===== src/rtl/lap_timer_multi.sv =====
// Multi-car BCD lap timer: one shared tick prescaler feeding NUM_CARS independent
// timing channels, each with current/last/best lap time, lap counter, timeout flag
// and an invalid-lap pulse. Buses are flat-packed with car 0 in the LSBs.
// Optional build macro: LAP_TIMER_MIN_LAP_EN rejects laps shorter than MIN_LAP_TIME.
module lap_timer_multi #(
  parameter int unsigned          NUM_CARS     = 2,
  parameter int unsigned          DIGITS       = 4,
  parameter int unsigned          CLK_HZ       = 65000000,
  parameter int unsigned          TICK_HZ      = 100,
  parameter logic [4*DIGITS-1:0]  MAX_LAP_TIME = 16'h5999,
  parameter logic [4*DIGITS-1:0]  MIN_LAP_TIME = 16'h0500
) (
  input  logic                         pclk,
  input  logic                         rst,
  input  logic                         start,
  input  logic                         stop,
  input  logic [NUM_CARS-1:0]          lap_finished,
  input  logic [NUM_CARS-1:0]          checkpoints_passed,
  output logic [NUM_CARS*4*DIGITS-1:0] current_lap_time,
  output logic [NUM_CARS*4*DIGITS-1:0] last_lap_time,
  output logic [NUM_CARS*4*DIGITS-1:0] best_lap_time,
  output logic [NUM_CARS*8-1:0]        lap_count,
  output logic [NUM_CARS-1:0]          max_time_exceeded,
  output logic [NUM_CARS-1:0]          invalid_lap
);

  localparam int unsigned Tw      = 4 * DIGITS;
  localparam int unsigned Div     = CLK_HZ / TICK_HZ;
  localparam int unsigned CntW    = (Div > 1) ? $clog2(Div) : 1;
  localparam logic [CntW-1:0] DivLast = CntW'(Div - 1);

`ifdef LAP_TIMER_MIN_LAP_EN
  localparam bit MinLapEn = 1'b1;
`else
  localparam bit MinLapEn = 1'b0;
`endif

  typedef enum logic [1:0] {StIdle, StRunning, StTimeout} state_e;

  // BCD +1 with the full digit carry chain resolved combinationally.
  function automatic logic [Tw-1:0] bcd_inc(input logic [Tw-1:0] v);
    logic [Tw-1:0] r;
    logic          carry;
    r     = v;
    carry = 1'b1;
    for (int d = 0; d < int'(DIGITS); d++) begin
      if (carry) begin
        if (v[4*d +: 4] == 4'd9) begin
          r[4*d +: 4] = 4'd0;
        end else begin
          r[4*d +: 4] = v[4*d +: 4] + 4'd1;
          carry       = 1'b0;
        end
      end
    end
    return r;
  endfunction

  logic [CntW-1:0] presc_q, presc_d;
  logic            tick;

  state_e          state_q [NUM_CARS];
  state_e          state_d [NUM_CARS];
  logic [Tw-1:0]   cur_q   [NUM_CARS];
  logic [Tw-1:0]   cur_d   [NUM_CARS];
  logic [Tw-1:0]   last_q  [NUM_CARS];
  logic [Tw-1:0]   last_d  [NUM_CARS];
  logic [Tw-1:0]   best_q  [NUM_CARS];
  logic [Tw-1:0]   best_d  [NUM_CARS];
  logic [7:0]      cnt_q   [NUM_CARS];
  logic [7:0]      cnt_d   [NUM_CARS];
  logic [Tw-1:0]   cur_inc [NUM_CARS];
  logic [NUM_CARS-1:0] bval_q, bval_d;
  logic [NUM_CARS-1:0] tmo_q, tmo_d;
  logic [NUM_CARS-1:0] inv_q, inv_d;
  logic [NUM_CARS-1:0] lap_ev, lap_ok;

  // Shared prescaler: clears while idle, freezes on stop, ticks on the last count.
  always_comb begin
    presc_d = presc_q;
    tick    = 1'b0;
    if (!start) begin
      presc_d = '0;
    end else if (!stop) begin
      if (presc_q == DivLast) begin
        tick    = 1'b1;
        presc_d = '0;
      end else begin
        presc_d = presc_q + CntW'(1);
      end
    end
  end

  // Per-car lap qualification and incremented time.
  always_comb begin
    lap_ev = '0;
    lap_ok = '0;
    for (int c = 0; c < int'(NUM_CARS); c++) begin
      cur_inc[c] = bcd_inc(cur_q[c]);
      lap_ev[c]  = lap_finished[c] && !stop;
      lap_ok[c]  = checkpoints_passed[c] && (!MinLapEn || (cur_q[c] >= MIN_LAP_TIME));
    end
  end

  // Per-car FSM and lap bookkeeping.
  always_comb begin
    state_d = state_q;
    cur_d   = cur_q;
    last_d  = last_q;
    best_d  = best_q;
    cnt_d   = cnt_q;
    bval_d  = bval_q;
    tmo_d   = tmo_q;
    inv_d   = '0;
    for (int c = 0; c < int'(NUM_CARS); c++) begin
      if (!start) begin
        state_d[c] = StIdle;
        cur_d[c]   = '0;
        tmo_d[c]   = 1'b0;
      end else begin
        case (state_q[c])
          StIdle: begin
            state_d[c] = StRunning;
          end
          StRunning: begin
            if (lap_ev[c] && lap_ok[c]) begin
              // Valid lap wins over a same-cycle tick; the tick is dropped.
              last_d[c] = cur_q[c];
              cur_d[c]  = '0;
              if (cnt_q[c] != 8'hFF) cnt_d[c] = cnt_q[c] + 8'd1;
              if (!bval_q[c] || (cur_q[c] < best_q[c])) best_d[c] = cur_q[c];
              bval_d[c] = 1'b1;
            end else begin
              if (lap_ev[c]) inv_d[c] = 1'b1;
              if (tick) begin
                cur_d[c] = cur_inc[c];
                if (cur_inc[c] == MAX_LAP_TIME) begin
                  tmo_d[c]   = 1'b1;
                  state_d[c] = StTimeout;
                end
              end
            end
          end
          StTimeout: begin
            state_d[c] = StTimeout;
          end
          default: begin
            state_d[c] = StIdle;
          end
        endcase
      end
    end
  end

  // State registers.
  always_ff @(posedge pclk or negedge rst) begin
    if (!rst) begin
      presc_q <= '0;
      bval_q  <= '0;
      tmo_q   <= '0;
      inv_q   <= '0;
      for (int c = 0; c < int'(NUM_CARS); c++) begin
        state_q[c] <= StIdle;
        cur_q[c]   <= '0;
        last_q[c]  <= '0;
        best_q[c]  <= '0;
        cnt_q[c]   <= '0;
      end
    end else begin
      presc_q <= presc_d;
      bval_q  <= bval_d;
      tmo_q   <= tmo_d;
      inv_q   <= inv_d;
      state_q <= state_d;
      cur_q   <= cur_d;
      last_q  <= last_d;
      best_q  <= best_d;
      cnt_q   <= cnt_d;
    end
  end

  // Flat-pack per-car registers onto the output buses.
  always_comb begin
    current_lap_time  = '0;
    last_lap_time     = '0;
    best_lap_time     = '0;
    lap_count         = '0;
    for (int c = 0; c < int'(NUM_CARS); c++) begin
      current_lap_time[c*Tw +: Tw] = cur_q[c];
      last_lap_time[c*Tw +: Tw]    = last_q[c];
      best_lap_time[c*Tw +: Tw]    = best_q[c];
      lap_count[c*8 +: 8]          = cnt_q[c];
    end
    max_time_exceeded = tmo_q;
    invalid_lap       = inv_q;
  end

endmodule


===== config.mk =====
export PLATFORM = sky130hd
export DESIGN_NAME = lap_timer_multi
export DESIGN_NICKNAME = d
export VERILOG_FILES = /design/src/rtl/lap_timer_multi.sv
export SDC_FILE = /design/constraint.sdc
export NUM_CORES = 1
export LEC_CHECK = 0
export BUFFER_PORTS_ARGS = -buffer_cell sky130_fd_sc_hd__buf_4
export CORE_MARGIN = 1.5
export CORE_UTILIZATION = 28
export CTS_BUF_LIST = sky130_fd_sc_hd__clkbuf_8
export DETAILED_ROUTE_END_ITERATION = 10
export GPL_ROUTABILITY_DRIVEN = 0
export PLACE_DENSITY = 0.42
export SETUP_SLACK_MARGIN = 0.02
export SLEW_MARGIN = 30
export SYNTH_ARGS = -nofsm -noshare
export SYNTH_HDL_FRONTEND = slang
export SYNTH_SLANG_ARGS = --single-unit

===== constraint.sdc =====
create_clock -name pclk -period 2.7 [get_ports pclk]
set_input_delay 0.54 -clock pclk [delete_from_list [all_inputs] [get_ports pclk]]
set_output_delay 0.54 -clock pclk [all_outputs]
set_load 0.005 [all_outputs]

== Word level (Yosys, flattened, before mapping) ==
Cells that the tools add are included.

* Bits in registers: 142
* Output and inout port bits: 116
* Logic and storage cells: 151

* $lt $le $gt $ge: 2
* Equal/unequal tests: 33
* Reductions and logical operators: 23
* $add $sub $neg: 11
* Muxes and demuxes: 66

{| class="wikitable"
|+ Operators by type and width
! kind !! count
|-
| 16-bit 2-to-1 mux || 8
|-
| 20-bit 2-to-1 mux || 3
|-
| 4-bit 2-to-1 mux || 14
|-
| 4-bit by 1-bit adder with 4-bit output, second input constant || 8
|-
| 16-bit by 15-bit equality test with 1-bit output, second input constant || 2
|-
| 4-bit equality test, second input constant || 8
|-
| 16-bit < comparator || 2
|-
| 1-bit 2-to-1 mux || 31
|-
| 4-bit AND reduction || 6
|-
| 20-bit by 1-bit adder with 20-bit output, second input constant || 1
|-
| 20-bit equality test, second input constant || 1
|-
| 3-bit != test, second input constant || 6
|-
| 8-bit by 1-bit adder with 8-bit output, second input constant || 2
|-
| 2-bit 2-to-1 mux || 8
|-
| 8-bit != test, second input constant || 2
|-
| 2-bit case mux with 3 select lines || 2
|-
| 3-bit AND reduction || 4
|-
| 2-bit by 1-bit != test with 1-bit output, second input constant || 5
|-
| 2-bit != test, second input constant || 3
|-
| 3-bit by 1-bit != test with 1-bit output, second input constant || 2
|-
| 2-bit by 1-bit equality test with 1-bit output, second input constant || 2
|-
| 2-bit equality test, second input constant || 2
|-
| 1-bit logical AND || 4
|-
| 2-bit zero test || 2
|-
| 3 further kinds || 7
|}

== Depth between registers and ports, before layout ==
Gate-level depths: netlist of the first run.

* Word-level depth: 11
* Gate-level depth with buffers: 9
* Gate-level depth less buffers: 8

== Worst setup path after synthesis of the first run ==
No wires, ideal clock.

* Path type: reg2reg
* From: register cur_q (netlist bit current_lap_time[22])
* To: register best_q (netlist bit best_lap_time[21])
* Setup slack: 0.222 ns
* Arrival: 2.340 ns
* Setup time: 0.138 ns
* Path buffers: 1
* Clock period less this slack: 2.478 ns
* Cell stages (with the launch flop): 9
* Path through: dfrtp_1 > ha_1 > and3_1 > a211oi_1 > o21ai_0 > a31oi_1 > o211a_1 > clkbuf_1 > o211ai_1

* Longest elaborated chain between the ends: 3

{| class="wikitable"
|+ RTL lines
! item !! line !! source
|-
| start, declared || 64 || <nowiki>logic [Tw-1:0] cur_q [NUM_CARS];</nowiki>
|-
| start signal, assigned || 175 || <nowiki>cur_q <= cur_d;</nowiki>
|-
| 16-bit < comparator || 131 || <nowiki>if (!bval_q[c] || (cur_q[c] < best_q[c])) best_d[c] = cur_q[c];</nowiki>
|-
| 1-bit logical OR || 131 ||
|-
| 4-bit AND reduction (no source line) || n/a ||
|-
| end signal, assigned || 177 || <nowiki>best_q <= best_d;</nowiki>
|-
| end, declared || 68 || <nowiki>logic [Tw-1:0] best_q [NUM_CARS];</nowiki>
|}

No other way between the ends.
A chain may end at the register's enable or synchronous reset.

== Final worst setup path of the first run ==
* From: register presc_q[17]
* To: register cur_q (netlist bit current_lap_time[3])

* Longest elaborated chain between the ends: 6

{| class="wikitable"
|+ RTL lines
! item !! line !! source
|-
| start, declared || 59 || <nowiki>logic [CntW-1:0] presc_q, presc_d;</nowiki>
|-
| start signal, assigned || 170 || <nowiki>presc_q <= presc_d;</nowiki>
|-
| 20-bit equality test || 85 || <nowiki>if (presc_q == DivLast) begin</nowiki>
|-
| 1-bit 2-to-1 mux || 85 ||
|-
| 1-bit 2-to-1 mux || 84 || <nowiki>end else if (!stop) begin</nowiki>
|-
| 1-bit 2-to-1 mux || 82 || <nowiki>if (!start) begin</nowiki>
|-
| 3-bit by 1-bit != test with 1-bit output (no source line) || n/a ||
|-
| 2-bit AND reduction (no source line) || n/a ||
|}

No other way between the ends.

==> qor.csv, run 1 <==
stage;metric;value;unit
clocking;htree_num_levels;4;
final_layout;drive_above_1_share;0.2193;
setup_path;critical_path_class;reg2reg;
power_and_ir_drop;p_per_area;542.6;mW/mm²
clocking;cts_tree;built;
global_route;top_usage_layer;met2;
clocking;clkSlewWorstSetupHoldPaths;0.09;ns
floorplanning;chipWidth;171.9;µm
clocking;cts.hold.buffers_added;0;
power_and_ir_drop;vdd_ir_drop_max;0.3007;mV
global_route;grt_use_met2;0.2679;
power_and_ir_drop;power.clock.fraction;0.341;
final_layout;nNetsFinal;1076;
global_route;globalRouteMet1Util;0.2261;
sta;timing.setup.tns;0;ns
clocking;clockRootBuffer;clkbuf_8;
sta;final_period_minus_worst_setup_slack;2.520;ns
power_and_ir_drop;seq_power_share;0.454;
detailed_routing;drc_errors;0;
sta;max_clock_freq;0.3968;GHz
detailed_routing;starting_drc_count_in_detailed_routing;268;
clocking;cts_sinks;142;
final_layout;syn_to_final_growth;26.32;%
outcome;run_status;completed;
setup_path;critical_path_required;3.08;ns
logic_synthesis;synthCells;883;
detailed_routing;dr_total_vias;7031;
global_route;overflow;0;
clocking;cts_repair_resize_count;0;
detailed_routing;drt_first_pass_iters;8;
logic_synthesis;ys_seq_elements;142;
floorplanning;placement_rows;61;
global_route;globalRouteMet3Util;0.02998;
sta;finalSetupViolations;0;
global_route;largest_net_degree_at_the_start_of_global_routing;51;
flow_run;maxCapViolations;0;
place;dp_cells;1390;
logic_synthesis;ys_warn_count;0;
global_route;grt_antenna_before_repair;0;
final_layout;layout_commonest_cell;buf_4;
global_route;vias_in_the_first_global_route;6947;
detailed_routing;ant_nets;0;
logic_synthesis;synth-main-ff-cell;dfrtp_1;
setup_path;worst_ep_arrival_time;2.90;ns
sta;grt_setup_unrepaired;no;
final_layout;layoutNonFillerInstCount;1422;
power_and_ir_drop;cell_internal_pwr;0.003787;W
sta;number_of_hold_violations_in_the_final_report;0;
setup_path;critical_path.max_fanout;11;
global_route;grt_pass1_wl;37.93;mm
sta;max_slew_margin;0.5280;
place;dp_hpwl;17.01;mm
detailed_routing;detail_route.vias_per_cell;4.944;
sta;tightestPinTransition;0.7079;ns
final_layout;fillerInstances;2933;
logic_synthesis;synth-seq-area-share;0.4450;
logic_synthesis;mappedNetlistNets;928;
logic_synthesis;synth-async-reset-ratio;1.000;
worst_hold_path;hp-class;in2async;
final_layout;layout_common_cells;buf_4, dfrtp_1, nand2_1, o21ai_0, inv_1;
power_and_ir_drop;proportion_of_total_power_due_to_net_switching;0.3081;
final_layout;number_of_antenna_cells_inserted;0;
setup_path;worstSetupEndpointType;flop;
logic_synthesis;synth-edff-count;0;
detailed_routing;final_wirelength;23.56;mm
floorplanning;initial_standard_cell_utilization_of_the_core;0.2859;
clocking;count_of_buffers_added_by_post_cts_timing_repair_for_setup;0;
clocking;tritoncts.num_buffers;17;
global_route;track_usage;0.1645;
logic_synthesis;synth.distinct_cells;59;
detailed_routing;wl_per_cell;16.57;µm
setup_path;startpoint;presc_q[17];
clocking;worstSkewPairLatency;0.46;ns
power_and_ir_drop;p_leak;4.679;nW
power_and_ir_drop;switchingPower;0.001686;W
setup_path;worst_r2r_startpoint;presc_q[17];
place;io_buffers;123;
floorplanning;dieArea;0.02954;mm²
floorplanning;num_io_pins;124;
floorplanning;die-height;171.9;µm
sta;skew;0.01780;ns
sta;finalCritPeriodShare;0.9334;
power_and_ir_drop;pwr-share-comb;0.205;
logic_synthesis;synthesis.area_per_instance;9.043;µm²
logic_synthesis;synthesis.area;0.007985;mm²
setup_path;start_kind;flop;
sta;final-max-slew-violation-count;0;
clocking;clock_tree.buffer_depth;2;
floorplanning;floorplan.core_area;0.02793;mm²
-- cell families after synthesis --
group	synth area share
XOR/XNOR	0.03400
buffers and inverters	0.05312
AND/OR/NAND/NOR	0.1982
flip-flops	0.4450
AO/OA/AOI/OAI	0.1968
multiplexers	0.01489
adder cells (fa/ha/maj)	0.05798
-- layer usage --
metal | share of wire | vias to the layer above | routed length, µm
met5 | 0 | - | 0
met4 | 0.0075 | 0 | 176
met3 | 0.041 | 14 | 955
met2 | 0.46 | 151 | 10820
met1 | 0.49 | 3406 | 11600
li1 | - | 3460 | -
-- power by group through the flow --
stage	Sequential [W]	Combinational [W]	Clock, W
CTS	0.00248	0.00115	0.00195
global placement	0.00252	0.00114	0
global route	0.00251	0.00128	0.00201
floorplan	0.00251	0.000596	0
detailed placement	0.00252	0.00115	0
finish	0.00248	0.00112	0.00187
-- cell type report --
type | instances | area, µm² | area share
clock buffers | 17 | 234.0 | 0.02320
flip-flops and latches | 142 | 3553 | 0.3523
repair buffers | 183 | 1415 | 0.1403
clock inverters | 15 | 186.4 | 0.01848
multi-input cells | 629 | 4008 | 0.3973
inverters | 58 | 217.7 | 0.02158
well taps | 378 | 473.0 | 0.04689
-- cells in the mapped netlist (all sizes together) (12+ instances only) --
| master | count | area [µm²] |
|---|---|---|
| o21ai | 85 | 425.4 |
| nand3 | 31 | 155.2 |
| ha | 37 | 462.9 |
| nand3b | 12 | 90.09 |
| o211ai | 37 | 277.8 |
| xor2 | 18 | 157.7 |
| inv | 58 | 217.7 |
| nand2 | 108 | 405.4 |
| a221o | 16 | 160.2 |
| o31ai | 12 | 100.1 |
| a21oi | 44 | 220.2 |
| nor2 | 47 | 176.4 |
| clkbuf | 50 | 188.9 |
| xnor2 | 13 | 113.9 |
| dfrtp | 142 | 3553 |
| nand4 | 18 | 112.6 |
-- state kept, by name (all words and copies together) (netlist names) --
register	cells
best_lap_time	32
bval_q	2
current_lap_time	32
invalid_lap	2
lap_count	16
last_lap_time	32
max_time_exceeded	2
presc_q	20
state_q	4
-- stage by stage --
stage / instance area, µm² / hold WS, ns / utilization / total power (W) / setup WS (ns)
6_report: 10090 / 0.007091 / 0.3611 / 0.005473 / 0.1798
5_1_grt: 10090 / 0.01051 / 0.3611 / 0.005808 / 0.07368
4_1_cts: 10090 / 0.005957 / 0.3611 / 0.005580 / 0.1483
3_5_place_dp: 9667 / 0.4664 / 0.3461 / 0.003670 / 0.1768
3_3_place_gp: 9667 / 0.4654 / 0.3461 / 0.003658 / 0.2089
2_1_floorplan: 7985 / 0.2444 / - / 0.003107 / 0.2220
-- worst paths after layout --
check / to / slack [ns] / cells after the start
max in group asynchronous: best_lap_time[6] / 2.07 / 2
max: current_lap_time[3] / 0.18 / 6
min reg2reg: last_lap_time[19] / 0.48 / 2
min in group pclk: invalid_lap[0] / 0.24 / 2
max reg2reg: current_lap_time[3] / 0.18 / 6
min: lap_count[7] / 0.007 / 1
-- worst max-delay path, stage by stage, from the launching register on --
cell and delay [ns]:
dfrtp_1 0.41, or4b_1 0.55, or4_4 0.47, o31ai_2 0.26, a21boi_2 0.19, o41ai_1 0.37
a32o_1 0.21
Power figures use the tool's default switching activity.
==> run 2, diff against run 1 <==
--- a/config.mk
+++ b/config.mk
@@ -7,11 +7,11 @@
 export LEC_CHECK = 0
 export BUFFER_PORTS_ARGS = -buffer_cell sky130_fd_sc_hd__buf_4
 export CORE_MARGIN = 1.5
-export CORE_UTILIZATION = 28
+export CORE_UTILIZATION = 50
 export CTS_BUF_LIST = sky130_fd_sc_hd__clkbuf_8
 export DETAILED_ROUTE_END_ITERATION = 10
 export GPL_ROUTABILITY_DRIVEN = 0
-export PLACE_DENSITY = 0.42
+export PLACE_DENSITY = 0.69
 export SETUP_SLACK_MARGIN = 0.02
 export SLEW_MARGIN = 30
 export SYNTH_ARGS = -nofsm -noshare
==> qor.csv, run 2 (synthesis results as in run 1) <==
stage;metric;value;unit;change
detailed_routing;met2_length;9.493;mm;-12%
setup_path;critical_path.max_fanout;8;;-3
final_layout;layout_commonest_cell;buf_4;;
clocking;clkSlewWorstSetupHoldPaths;0.08;ns;about the same
clocking;worstSkewPairLatency;0.45;ns;about the same
worst_hold_path;hp-class;in2async;;
setup_path;rr_endpoint;current_lap_time[3];;
setup_path;worst-r2r-cell-count;6;;unchanged
setup_path;worst_r2r_startpoint;presc_q[17];;
sta;tightestPinTransition;0.6240;ns;-0.08390 ns
floorplanning;num_io_pins;124;;unchanged
detailed_routing;highest-signal-layer;met4;;
floorplanning;chipWidth;129.4;µm;-25%
sta;max_slew_margin;0.5840;;+0.05593
floorplanning;floorplan.core_area;0.01571;mm²;-44%
flow_run;maxCapViolations;0;;unchanged
final_layout;layout_common_cells;buf_4, dfrtp_1, nand2_1, o21ai_0, inv_1;;
clocking;cts_sinks;142;;unchanged
global_route;overflow;0;;unchanged
power_and_ir_drop;p_per_area;561.8;mW/mm²;+3.5%
detailed_routing;dr_total_vias;7042;;+0.16%
final_layout;final_cell_area;0.009818;mm²;-2.7%
setup_path;worst_ep_arrival_time;2.87;ns;-0.03 ns
detailed_routing;met1_length;9.347;mm;-19%
sta;grt_setup_unrepaired;no;;
detailed_routing;starting_drc_count_in_detailed_routing;446;;+66%
sta;number_of_hold_violations_in_the_final_report;0;;unchanged
floorplanning;initial_standard_cell_utilization_of_the_core;0.5082;;+0.2223
setup_path;critical_path_class;reg2reg;;
detailed_routing;final_wirelength;20.16;mm;-14%
clocking;htree_num_levels;4;;unchanged
setup_path;cell_type_of_the_slowest_stage_on_the_worst_timing_path;or4b_1;;
place;preCtsSetupSlack;0.2333;ns;+0.05647 ns
clocking;cts_repair_resize_count;0;;unchanged
clocking;cts.hold.buffers_added;0;;unchanged
global_route;vias_in_the_first_global_route;6461;;-7.0%
place;io_buffers;123;;unchanged
setup_path;critical_path_buf_inv_count;0;;unchanged
global_route;largest_net_degree_at_the_start_of_global_routing;65;;+27%
global_route;grt_pass1_wl;33.04;mm;-13%
clocking;cts_tree;built;;
final_layout;layout.core_utilization;0.6249;;+0.2638
sta;max_clock_freq;0.4041;GHz;+1.8%
sta;final_period_minus_worst_setup_slack;2.475;ns;-0.04564 ns
floorplanning;placement_rows;46;;-25%
clocking;tritoncts.num_buffers;17;;unchanged
setup_path;critical_path_required;3.09;ns;about the same
sta;timing.final.ws_setup;0.2254;ns;+0.04564 ns
global_route;track_usage;0.2498;;+0.08530
place;dpl-instance-area;0.009361;mm²;-3.2%
detailed_routing;wl_met3;1.147;mm;+20%
detailed_routing;detail_route.vias_per_cell;5.643;;+14%
final_layout;number_of_antenna_cells_inserted;0;;unchanged
power_and_ir_drop;p_leak;4.643;nW;-0.77%
global_route;grt_antenna_before_repair;0;;unchanged
detailed_routing;drt_first_pass_iters;5;;-3
sta;skew;0.01022;ns;-0.007576 ns
clocking;clock_tree.buffer_depth;2;;unchanged
clocking;count_of_buffers_added_by_post_cts_timing_repair_for_setup;0;;unchanged
setup_path;worstSetupEndpointType;flop;;
setup_path;crit_path_cell_trace;or4b_1 -> or4_4 -> o31ai_2 -> a21boi_2 -> o41ai_1 -> a32o_1;;
detailed_routing;ant_nets;0;;unchanged
floorplanning;die-height;129.4;µm;-25%
clocking;clockRootBuffer;clkbuf_8;;
sta;finalSetupViolations;0;;unchanged
floorplanning;dieArea;0.01674;mm²;-43%
place;dp_hpwl;14.35;mm;-16%
setup_path;start_kind;flop;;
setup_path;delay_heaviest_family_cp;simple AND/OR/NAND/NOR gates;;
final_layout;syn_to_final_growth;22.96;%;
power_and_ir_drop;vdd_ir_drop_max;0.2848;mV;-5.3%
final_layout;nNetsFinal;1064;;-1.1%
setup_path;worst-r2r-setup-slack;0.23;ns;+0.05 ns
outcome;run_status;completed;;
detailed_routing;wl_per_cell;16.15;µm;-2.5%
detailed_routing;drc_errors;0;;unchanged
sta;timing.setup.tns;0;ns;unchanged
sta;final-max-slew-violation-count;0;;unchanged
final_layout;drive_above_1_share;0.2083;;-0.01102
sta;finalCritPeriodShare;0.9165;;-0.01690
setup_path;critical-path-max-stage-delay;0.54;ns;about the same
run 2: metrics by stage:
stage / hold WS [ns] / cells / total power (W)
final: 0.006440 / 1248 / 0.005516
after floorplan: 0.2444 / 883 / 0.003107
after detailed placement: 0.4642 / 1216 / 0.003600
after global routing: 0.03440 / 1248 / 0.005804
after CTS: 0.008117 / 1248 / 0.005574
after global placement: 0.4625 / 1216 / 0.003562
run 2: area by class of cell:
| class | count | area [µm²] |
|---|---|---|
| clock buffer | 19 | 261.5 |
| sequential | 142 | 3553 |
| timing repair buffer | 171 | 1313 |
| fill | 1386 | 5894 |
| multi-input combinational | 629 | 4008 |
| tap | 216 | 270.3 |
| inverter | 58 | 217.7 |
| clock inverter | 13 | 195.2 |
run 2: worst max path at each step:
stage,start,endpoint,slack [ns],cells past startpoint
finish,presc_q[17],current_lap_time[3],0.23,6
global route,presc_q[0],current_lap_time[20],0.08,8
detailed placement,presc_q[17],current_lap_time[3],0.23,6
floorplan,current_lap_time[22],best_lap_time[21],0.22,8
global placement,presc_q[17],current_lap_time[18],0.28,7
CTS,presc_q[17],current_lap_time[3],0.21,6
run 2: power breakdown:
| part | switching [W] | internal (W) |
|---|---|---|
| clock | 0.000831 | 0.00114 |
| combinational | 0.000507 | 0.000523 |
| sequential | 0.000200 | 0.00232 |
run 2: per-layer routing:
| layer | GRT usage | up-vias |
|---|---|---|
| met1 | 0.3498 | 3385 |
| met2 | 0.4064 | 210 |
| met4 | 0.05684 | 0 |
| met5 | 0 | - |
| met3 | 0.04377 | 13 |
| li1 | - | 3434 |
